File: config.mk
export PLATFORM = sky130hd
export DESIGN_NAME = uart_rx_core_flat
export DESIGN_NICKNAME = d
export VERILOG_FILES = /design/src/rtl/uart_rx_core_if.sv /design/src/rtl/uart_rx_core.sv /design/src/flat_wrapper.sv
export SDC_FILE = /design/constraint.sdc
export NUM_CORES = 1
export LEC_CHECK = 0
export ABC_AREA = 1
export BUFFER_PORTS_ARGS = -buffer_cell sky130_fd_sc_hd__buf_2
export CORE_MARGIN = 2
export CORE_UTILIZATION = 52
export DETAILED_ROUTE_END_ITERATION = 8
export PLACE_DENSITY_LB_ADDON = 0.12
export SYNTH_ARGS = -nofsm -noshare
export SYNTH_HDL_FRONTEND = slang
export SYNTH_SLANG_ARGS = --single-unit
File: constraint.sdc
create_clock -name sysclk -period 1.3 [get_ports sysclk]
set_input_delay 0.195 -clock sysclk [delete_from_list [all_inputs] [get_ports sysclk]]
set_output_delay 0.195 -clock sysclk [all_outputs]
set_load 0.01 [all_outputs]
File: src/rtl/uart_rx_core_if.sv
// uart_rx_core_if: bundles the receiver's line-side inputs and byte-side outputs.
//   sample_tick_i  oversample strobe (OVERSAMPLE x baud)
//   receive_i      serial line, idle high
//   data_o         last received word, LSB = first data bit on the line
//   ready_o        one-cycle pulse per completed frame
//   parity_err_o   parity mismatch in the last frame
//   frame_err_o    a stop bit of the last frame was low
//   busy_o         receiver is not idle
// slave = the receiver, master = whoever drives the line and consumes words.
interface uart_rx_core_if #(
  parameter int DATA_BITS = 8
);
  logic                 sample_tick_i;
  logic                 receive_i;
  logic [DATA_BITS-1:0] data_o;
  logic                 ready_o;
  logic                 parity_err_o;
  logic                 frame_err_o;
  logic                 busy_o;

  modport slave (
    input  sample_tick_i, receive_i,
    output data_o, ready_o, parity_err_o, frame_err_o, busy_o
  );

  modport master (
    output sample_tick_i, receive_i,
    input  data_o, ready_o, parity_err_o, frame_err_o, busy_o
  );
endinterface

File: src/rtl/uart_rx_core.sv
// uart_rx_core: oversampling asynchronous serial receiver.
// 5..9 data bits, optional odd/even parity, 1 or 2 stop bits; start bit is
// validated at mid-bit, every later bit is sampled OVERSAMPLE ticks apart.
// Ports:
//   sysclk  clock, rising edge
//   reset   asynchronous, active high
//   rx      uart_rx_core_if.slave (tick, line in; word, flags, ready, busy out)
module uart_rx_core #(
  parameter int DATA_BITS  = 8,
  parameter int PARITY     = 0,   // 0 none, 1 odd, 2 even
  parameter int STOP_BITS  = 1,
  parameter int OVERSAMPLE = 16
) (
  input logic           sysclk,
  input logic           reset,
  uart_rx_core_if.slave rx
);
  localparam int TW = $clog2(OVERSAMPLE);
  localparam int BW = $clog2(DATA_BITS);

  typedef enum logic [2:0] {
    S_IDLE, S_START, S_DATA, S_PARITY, S_STOP, S_WAIT_IDLE
  } state_t;

  state_t               state_q, state_d;
  logic [1:0]           sync_q;
  logic [TW-1:0]        tcnt_q, tcnt_d;
  logic [BW-1:0]        bitcnt_q, bitcnt_d;
  logic                 stopcnt_q, stopcnt_d;
  logic [DATA_BITS-1:0] shreg_q, shreg_d;
  logic [DATA_BITS-1:0] data_q, data_d;
  logic                 pacc_q, pacc_d;   // parity error of the frame in flight
  logic                 facc_q, facc_d;   // low stop sample seen so far
  logic                 perr_q, perr_d;
  logic                 ferr_q, ferr_d;
  logic                 ready_q, ready_d;

  logic tick, rx_s, at_mid, at_full, ferr_now;

  assign tick     = rx.sample_tick_i;
  assign rx_s     = sync_q[1];
  assign at_mid   = (tcnt_q == TW'(OVERSAMPLE/2 - 1));
  assign at_full  = (tcnt_q == TW'(OVERSAMPLE - 1));
  assign ferr_now = facc_q | ~rx_s;

  always_comb begin
    state_d   = state_q;
    tcnt_d    = tcnt_q;
    bitcnt_d  = bitcnt_q;
    stopcnt_d = stopcnt_q;
    shreg_d   = shreg_q;
    data_d    = data_q;
    pacc_d    = pacc_q;
    facc_d    = facc_q;
    perr_d    = perr_q;
    ferr_d    = ferr_q;
    ready_d   = 1'b0;
    case (state_q)
      S_IDLE: if (tick && !rx_s) begin
        tcnt_d  = '0;
        state_d = S_START;
      end
      S_START: if (tick) begin
        if (!at_mid) tcnt_d = tcnt_q + 1'b1;
        else if (rx_s) state_d = S_IDLE;        // glitch, nothing reported
        else begin
          tcnt_d   = '0;
          bitcnt_d = '0;
          state_d  = S_DATA;
        end
      end
      S_DATA: if (tick) begin
        if (!at_full) tcnt_d = tcnt_q + 1'b1;
        else begin
          tcnt_d   = '0;
          shreg_d  = {rx_s, shreg_q[DATA_BITS-1:1]};
          bitcnt_d = bitcnt_q + 1'b1;
          if (bitcnt_q == BW'(DATA_BITS - 1)) begin
            pacc_d    = 1'b0;
            facc_d    = 1'b0;
            stopcnt_d = 1'b0;
            state_d   = (PARITY != 0) ? S_PARITY : S_STOP;
          end
        end
      end
      S_PARITY: if (tick) begin
        if (!at_full) tcnt_d = tcnt_q + 1'b1;
        else begin
          tcnt_d  = '0;
          // XOR over data+parity must be 1 for odd, 0 for even
          pacc_d  = (^shreg_q) ^ rx_s ^ (PARITY == 1);
          state_d = S_STOP;
        end
      end
      S_STOP: if (tick) begin
        if (!at_full) tcnt_d = tcnt_q + 1'b1;
        else begin
          tcnt_d = '0;
          if (stopcnt_q == 1'(STOP_BITS - 1)) begin
            data_d  = shreg_q;
            perr_d  = (PARITY != 0) && pacc_q;
            ferr_d  = ferr_now;
            ready_d = 1'b1;
            // a low final stop means the line is still low: wait it out so
            // a break produces a single frame
            state_d = rx_s ? S_IDLE : S_WAIT_IDLE;
          end else begin
            facc_d    = ferr_now;
            stopcnt_d = 1'b1;
          end
        end
      end
      S_WAIT_IDLE: if (tick && rx_s) state_d = S_IDLE;
      default: state_d = S_IDLE;
    endcase
  end

  always_ff @(posedge sysclk or posedge reset) begin
    if (reset) begin
      state_q   <= S_IDLE;
      sync_q    <= 2'b11;   // idle-high so reset release cannot fake a start
      tcnt_q    <= '0;
      bitcnt_q  <= '0;
      stopcnt_q <= 1'b0;
      shreg_q   <= '0;
      data_q    <= '0;
      pacc_q    <= 1'b0;
      facc_q    <= 1'b0;
      perr_q    <= 1'b0;
      ferr_q    <= 1'b0;
      ready_q   <= 1'b0;
    end else begin
      state_q   <= state_d;
      sync_q    <= {sync_q[0], rx.receive_i};
      tcnt_q    <= tcnt_d;
      bitcnt_q  <= bitcnt_d;
      stopcnt_q <= stopcnt_d;
      shreg_q   <= shreg_d;
      data_q    <= data_d;
      pacc_q    <= pacc_d;
      facc_q    <= facc_d;
      perr_q    <= perr_d;
      ferr_q    <= ferr_d;
      ready_q   <= ready_d;
    end
  end

  assign rx.data_o       = data_q;
  assign rx.ready_o      = ready_q;
  assign rx.parity_err_o = perr_q;
  assign rx.frame_err_o  = ferr_q;
  assign rx.busy_o       = (state_q != S_IDLE);
endmodule

File: src/flat_wrapper.sv
// flat-port wrapper written by rule: the top's interface ports become plain ports
module uart_rx_core_flat 
#(
  parameter int DATA_BITS  = 8,
  parameter int PARITY     = 0,                           
  parameter int STOP_BITS  = 1,
  parameter int OVERSAMPLE = 16
)
  (sysclk, reset, rx_sample_tick_i, rx_receive_i, rx_data_o, rx_ready_o, rx_parity_err_o, rx_frame_err_o, rx_busy_o);
  uart_rx_core_if #(.DATA_BITS(DATA_BITS)) rx_i ();
  input logic sysclk;
  input logic reset;
  input wire logic [$bits(rx_i.sample_tick_i)-1:0] rx_sample_tick_i;
  input wire logic [$bits(rx_i.receive_i)-1:0] rx_receive_i;
  output wire logic [$bits(rx_i.data_o)-1:0] rx_data_o;
  output wire logic [$bits(rx_i.ready_o)-1:0] rx_ready_o;
  output wire logic [$bits(rx_i.parity_err_o)-1:0] rx_parity_err_o;
  output wire logic [$bits(rx_i.frame_err_o)-1:0] rx_frame_err_o;
  output wire logic [$bits(rx_i.busy_o)-1:0] rx_busy_o;
  assign rx_i.sample_tick_i = rx_sample_tick_i;
  assign rx_i.receive_i = rx_receive_i;
  assign rx_data_o = rx_i.data_o;
  assign rx_ready_o = rx_i.ready_o;
  assign rx_parity_err_o = rx_i.parity_err_o;
  assign rx_frame_err_o = rx_i.frame_err_o;
  assign rx_busy_o = rx_i.busy_o;
  uart_rx_core #(.DATA_BITS(DATA_BITS), .PARITY(PARITY), .STOP_BITS(STOP_BITS), .OVERSAMPLE(OVERSAMPLE)) u_core (.sysclk(sysclk), .reset(reset), .rx(rx_i));
endmodule
==> qor.csv, run 1 <==
stage;metric;value;unit
floorplan;die-width;59.00;um
pwr;power.share.clock;0.171;
sta;fin_crit;1424;ps
finish;nets;244;
synthesis;synth-compound-area-share;0.08194;
worst_setup_path;worst-path-stages;9;
floorplan;num_rows;19;
worst_setup_path;crit_fanout;5;
worst_setup_path;cp.arrival;1680;ps
floorplan;fp.dieArea;3480;um2
worst_setup_path;rr_worst_depth;9;
worst_setup_path;crit_top_cell;nand3_1;
clock_tree;clk_pin_slew;100;ps
grt;grt_max_degree;32;
synthesis;synthAdderAreaFrac;0.02387;
worst_setup_path;crit_path_top_delay_cell;dfrtp_2;
worst_setup_path;crit_chain;inv_2 > buf_6 > nor2_4 > buf_4 > nand3_4 > nand3_1 > nor2_2 > nand3_1 > nand2_1;
synthesis;synthCells;191;
synthesis;syn_nets;198;
synthesis;yosysTopAreaCellShare;0.4614;
pwr;swShare;0.4009;
finish;final_cell_mix;nand2_1 (56), dfrtp_1 (25), buf_4 (23);
min_path;hold_path.startpoint;u_core.sync_q[0];
synthesis;synth.yosys.seq_area_share;0.4948;
synthesis;ys_types;29;
sta;fin_crit_sh;1.095;
pwr;cellLeakagePower;1.140;nW
min_path;min_to;u_core.sync_q[1];
pwr;p_int;1.903;mW
sta;final-setup-viol-count;25;
grt;antenna_found_initial;0;
pwr;p_switching;1.274;mW
finish;fillers;203;
pwr;power_frac_seq;0.364;
synthesis;synth-xor-area-share;0.01114;
finish;antennaDiodeCount;0;
worst_setup_path;required;1560;ps
route;met3_length;100;um
pwr;power-per-cell-area;1514;nW/um2
finish;areaGrowthSynthToFinish;33.41;%
grt;global_route.usage.total;0.2347;
route;top_layer;met4;
route;postRouteAntennaNets;0;
run;maxCapViolCount;0;
worst_setup_path;crit_family;simple AND/OR/NAND/NOR gates;
min_path;hold_class;reg2reg;
floorplan;core_area;2805;um2
sta;drv_slew;0;
clock_tree;cts_tree;built;
worst_setup_path;cp.buffers_inverters;3;
worst_setup_path;worst-setup-path-type;reg2reg;
place;dp.cells;248;
finish;fin_util;0.7480;
finish;multi_input_area;810.8;um2
pwr;p_comb_frac;0.465;
worst_setup_path;start_kind;flip-flop;
synthesis;yosysWarnings;0;
synthesis;yosys.area_share.simple;0.3047;
pwr;totalPowerFinal;3.177;mW
synthesis;muxShareOfSynthArea;0;
route;drt-met1-wl;1601;um
worst_setup_path;critPathCaptureType;flip-flop;
status;failed_checks;setup timing;
route;num_vias;1402;
finish;regArea;783.3;um2
sta;fmax;0.7024;GHz
clock_tree;root_buffer;clkbuf_4;
sta;worst_slack;-123.6;ps
sta;clock_skew;10.53;ps
worst_setup_path;timing.rr.start;u_core.state_q[1];
clock_tree;clock_sinks;31;
synthesis;yosys-top-cells-area;dfrtp_1 (46%), nand2_1 (16%), o21ai_0 (6.4%);
clock_tree;cts_buffers;5;
worst_setup_path;cpPeakStageDelay;470;ps
finish;final_common_cell;nand2_1;
clock_tree;clockBufferDepth;2;
synthesis;ys_ff_latch;31;
route;met2WireLength;1895;um
floorplan;num_io_pins;16;
synthesis;synth_top_family_by_area;simple AND/OR/NAND/NOR gates;
route;routed_wl;3638;um
route;firstDrtPassIters;4;
floorplan;die_h;59.00;um
place;gp_congestion;0.8296;
grt;grt_pass1_vias;1417;
route;drc;0;
finish;fin_cells;269;
route;initialDrtViolationCount;49;
sta;hold_viol_final;0;
pwr;max-vdd-ir-drop;0.001062;V
synthesis;synth.largest_area_cell;dfrtp_1;
synthesis;syn_area_per_cell;8.234;um2
worst_setup_path;r2r-end;u_core.state_q[1];
route;routed_via_density;5.212;
route;avgRoutedWirePerCell;13.52;um
clock_tree;clk_latency;330;ps
grt;overflow;0;
synthesis;synth_area;1573;um2
place;placement.io_buffers;14;
place;dp_hpwl;2257;um
sta;rsz0062_at_grt;true;
status;status;finished, violations left;
min_path;holdPathStages;0;
grt;grt_pass1_wl;6037;um
finish;drive_gt1_frac;0.4202;
floorplan;start_util;0.5607;
clock_tree;cts_max_level;2;
worst_setup_path;r2r_slack;-120;ps
==> cell families (layout without fill, tap and decap cells) <==
family,after synthesis,in the layout
DFF,31,31
adders and majority gates,3,3
xor gates and xnor gates,2,2
buffers and inverters,26,73
other,1,1
and+or+nand+nor,103,103
AOI/OAI and AO/OA,25,25
==> cell usage after synthesis, drive strengths merged <==
cell and count:
o21ai 21, buf 5, a21boi 1, nor2 15
dfrtp 29, inv 21, conb 1, a21oi 2
a31oi 1, nand3 14, nor3 1, nand4 2
ha 3, dfstp 2, xor2 1, or2 1
xnor2 1, nand2 70
==> registers in the layout (all words and copies together) (netlist names) <==
signal	count
u_core.bitcnt_q	3
u_core.facc_q	1
u_core.rx.data_o	8
u_core.rx.frame_err_o	1
u_core.rx.ready_o	1
u_core.shreg_q	8
u_core.state_q	3
u_core.sync_q	2
u_core.tcnt_q	4
==> worst max-delay path by stage <==
stage                                  from  slack, ps                end
final                     u_core.state_q[1]       -120  u_core.state_q[1]
after global routing      u_core.state_q[0]       -190   u_core.tcnt_q[3]
after CTS                 u_core.state_q[1]        -70  u_core.shreg_q[5]
after detailed placement  u_core.state_q[2]       -170   u_core.tcnt_q[2]
after global placement    u_core.state_q[2]       -140   u_core.tcnt_q[0]
after floorplan           u_core.state_q[0]          7   u_core.tcnt_q[2]
==> repair_timing <==
item                                    CTS  global route
hold buffers                              2             0
hold endpoints to repair                 30             0
gates resized for setup                  31            33
endpoints found under the setup margin   25            28
buffers inserted                          9             2
pin swaps                                13            10
==> layout make-up <==
type,count,share of cell area
clock inverters,2,0.005963
clock buffers,6,0.01968
well taps,31,0.01849
flip-flops and latches,31,0.3733
inverters,21,0.04114
repair buffers,44,0.1550
multi-input cells,134,0.3864
==> worst reg2reg max path, stage by stage (launching register included) <==
cell and delay, ps:
dfrtp_2 470, inv_2 110, buf_6 110, nor2_4 40, buf_4 140, nand3_4 60, nand3_1 100, nor2_2 160
nand3_1 100, nand2_1 90
==> power by group through the flow <==
stage          Sequential (mW)  Combinational, mW  Clock [mW]
2_1_floorplan             1.12              0.713           0
3_3_place_gp              1.16              0.931           0
3_5_place_dp              1.17              0.955           0
4_1_cts                   1.15               1.31       0.562
5_1_grt                   1.17               1.60       0.598
6_report                  1.16               1.48       0.542
==> through the flow <==
stage          area, um2  TNS, ps  hold WS (ps)  worst slack, ps
6_report            2098    -1681         367.2           -123.6
5_1_grt             2098    -3773         379.3           -191.4
4_1_cts             1998    -1065         364.1           -72.83
3_5_place_dp        1775    -2253         298.2           -168.0
3_3_place_gp        1775    -1380         282.7           -140.8
2_1_floorplan       1585        0         199.5            6.705
==> layer usage <==
layer / GRT usage / up-vias
li1: - / 693
met1: 0.2769 / 677
met2: 0.4159 / 26
met4: 0.08117 / 0
met5: 0 / -
met3: 0.05677 / 6
Note: power is estimated with default switching activity, not from simulation.
==> run 2, diff against run 1 <==
Settings changed: BUFFER_PORTS_ARGS -buffer_cell sky130_fd_sc_hd__buf_2 to not set, CORE_UTILIZATION 52 to 55, DONT_BUFFER_PORTS set to 1.
==> run 2 against run 1 <==
Against the previous run:
- the run still ends with setup timing left
- clock power up 3.9%
- non-clock buffer count is 15 lower
- first-iteration DRC count rose by 33%
- sequential cell count did not move
- hold slack lost 180 ps
- global-route usage fell by 0.57 points
- largest power group unchanged
==> qor.csv, run 2 (synthesized netlist as in run 1, its figures left out) <==
stage;metric;value;unit;change
pwr;cellLeakagePower;1.055;nW;-7.4%
finish;areaGrowthSynthToFinish;29.36;%;
pwr;max-vdd-ir-drop;0.001618;V;+52%
route;drc;0;;unchanged
place;place_area;1720;um2;-3.1%
worst_setup_path;worst-setup-path-type;reg2out;;
sta;hold_viol_final;0;;unchanged
worst_setup_path;start_kind;flip-flop;;
clock_tree;clk_pin_slew;110;ps;about the same
sta;fin_crit_sh;1.086;;-0.008808
pwr;p_comb_frac;0.442;;-0.023
grt;grt_pass1_wl;5754;um;-4.7%
place;placement.io_buffers;0;;-14
finish;antennaDiodeCount;0;;unchanged
route;routed_wl;3344;um;-8.1%
grt;overflow;0;;unchanged
route;drt-met1-wl;1424;um;-11%
floorplan;die_h;57.48;um;-2.6%
worst_setup_path;cp.arrival;1220;ps;-460 ps
worst_setup_path;crit_fanout;5;;unchanged
clock_tree;clockBufferDepth;2;;unchanged
clock_tree;cts_tree;built;;
min_path;hold_class;in2reg;;
pwr;swShare;0.4040;;+0.003075
grt;grt_max_degree;32;;unchanged
sta;drv_slew;0;;unchanged
status;failed_checks;setup timing;;
status;status;finished, violations left;;
pwr;power.share.clock;0.181;;+0.010
clock_tree;cts_max_level;2;;unchanged
worst_setup_path;required;1110;ps;-450 ps
pwr;power-per-cell-area;1528;nW/um2;+0.92%
clock_tree;clock_sinks;31;;unchanged
route;avgRoutedWirePerCell;13.17;um;-2.7%
sta;final-setup-viol-count;25;;unchanged
sta;worst_slack;-112.2;ps;+11.45 ps
sta;rsz0062_at_grt;true;;
finish;drive_gt1_frac;0.3991;;-0.02106
finish;fillers;192;;-5.4%
place;gp_congestion;0.9699;;+17%
finish;regArea;784.5;um2;+0.16%
sta;fin_crit;1412;ps;-11.45 ps
clock_tree;cts_buffers;5;;unchanged
route;initialDrtViolationCount;65;;+33%
finish;final_cell_mix;nand2_1 (58), dfrtp_1 (24), buf_4 (21);;
floorplan;fp.dieArea;3303;um2;-5.1%
finish;final_common_cell;nand2_1;;
run;maxCapViolCount;0;;unchanged
route;num_vias;1367;;-2.5%
route;postRouteAntennaNets;0;;unchanged
sta;clock_skew;19.72;ps;+9.195 ps
floorplan;die-width;57.48;um;-2.6%
pwr;p_int;1.853;mW;-2.7%
finish;nets;229;;-6.1%
floorplan;num_io_pins;16;;unchanged
floorplan;core_area;2734;um2;-2.5%
route;routed_via_density;5.382;;+3.3%
finish;stdcell_area;2034;um2;-3.0%
route;firstDrtPassIters;4;;unchanged
clock_tree;clk_latency;340;ps;about the same
worst_setup_path;critPathCaptureType;primary output;;
sta;fmax;0.7081;GHz;+0.81%
place;dp_hpwl;2097;um;-7.1%
floorplan;start_util;0.5753;;+0.01463
route;top_layer;met4;;
pwr;power_frac_seq;0.376;;+0.012
sta;fin_setup_tns;-955.9;ps;+725.3 ps
pwr;p_switching;1.256;mW;-1.4%
route;met2WireLength;1674;um;-12%
grt;grt_pass1_vias;1341;;-5.4%
clock_tree;root_buffer;clkbuf_4;;
floorplan;num_rows;19;;unchanged
finish;multi_input_area;822.0;um2;+1.4%
grt;antenna_found_initial;0;;unchanged
route;met3_length;162;um;+62%
grt;global_route.usage.total;0.2290;;-0.005686
finish;fin_util;0.7442;;-0.003828
==> run 2: cell count changes in the layout (fill, tap and decap cells not counted), moves of 2 or more <==
cell and delta:
nand2_1 +2, o21ai_1 -2, nand3_1 -2, buf_2 -13, buf_4 -2
==> run 2: layer usage <==
layer / GRT usage / vias to the layer above
met1: 0.2919 / 643
met4: 0.1229 / 0
met3: 0.06576 / 11
met2: 0.3523 / 47
met5: 0 / -
li1: - / 666
==> run 2: area by class of cell <==
class,count,area share
multi-input cells,134,0.4041
flip-flops and latches,31,0.3856
repair buffers,29,0.1205
inverters,21,0.04244
well taps,31,0.01907
clock buffers,5,0.01845
clock inverters,3,0.009840
==> run 2: what timing repair did <==
item / 4_1_cts / 5_1_grt
endpoints found under the hold margin: 30 / 0
buffers inserted: 8 / 0
pin swaps: 14 / 4
hold buffers: 2 / 0
gates resized for setup: 39 / 27
endpoints found under the setup margin: 21 / 29
==> run 2: worst max-delay path, stage by stage, from the launching register on <==
cell	delay, ps
dfrtp_2	460
nor2_4	150
buf_6	120
nand2_4	40
buf_6	110
==> run 2: through the flow <==
stage / cells / worst slack (ps) / total power [mW] / hold slack, ps
2_1_floorplan: 191 / 6.705 / 1.830 / 199.5
3_3_place_gp: 236 / -139.4 / 2.104 / 176.5
3_5_place_dp: 236 / -146.8 / 2.133 / 187.8
4_1_cts: 254 / -113.8 / 3.020 / 189.2
5_1_grt: 254 / -186.5 / 3.292 / 192.0
6_report: 254 / -112.2 / 3.109 / 192.2
==> run 2: final timing paths <==
| path | startpoint | endpoint | slack [ps] | cells after the start |
|---|---|---|---|---|
| setup reg to reg | u_core.tcnt_q[0] | u_core.state_q[0] | -100 | 7 |
| setup / recovery | u_core.state_q[1] | rx_busy_o | -110 | 4 |
| hold / removal | rx_sample_tick_i | u_core.rx.ready_o | 190 | 3 |
| hold reg to reg | u_core.sync_q[0] | u_core.sync_q[1] | 360 | 0 |
| max in group asynchronous | reset | u_core.sync_q[0] | 610 | 3 |
| min in group asynchronous | reset | u_core.shreg_q[3] | 360 | 3 |
==> run 2: power by group through the flow <==
| stage | Sequential, mW | Clock [mW] | Combinational (mW) |
|---|---|---|---|
| after floorplan | 1.12 | 0 | 0.713 |
| after global placement | 1.16 | 0 | 0.943 |
| after detailed placement | 1.17 | 0 | 0.965 |
| after CTS | 1.16 | 0.582 | 1.28 |
| after global routing | 1.19 | 0.608 | 1.50 |
| final | 1.17 | 0.563 | 1.38 |
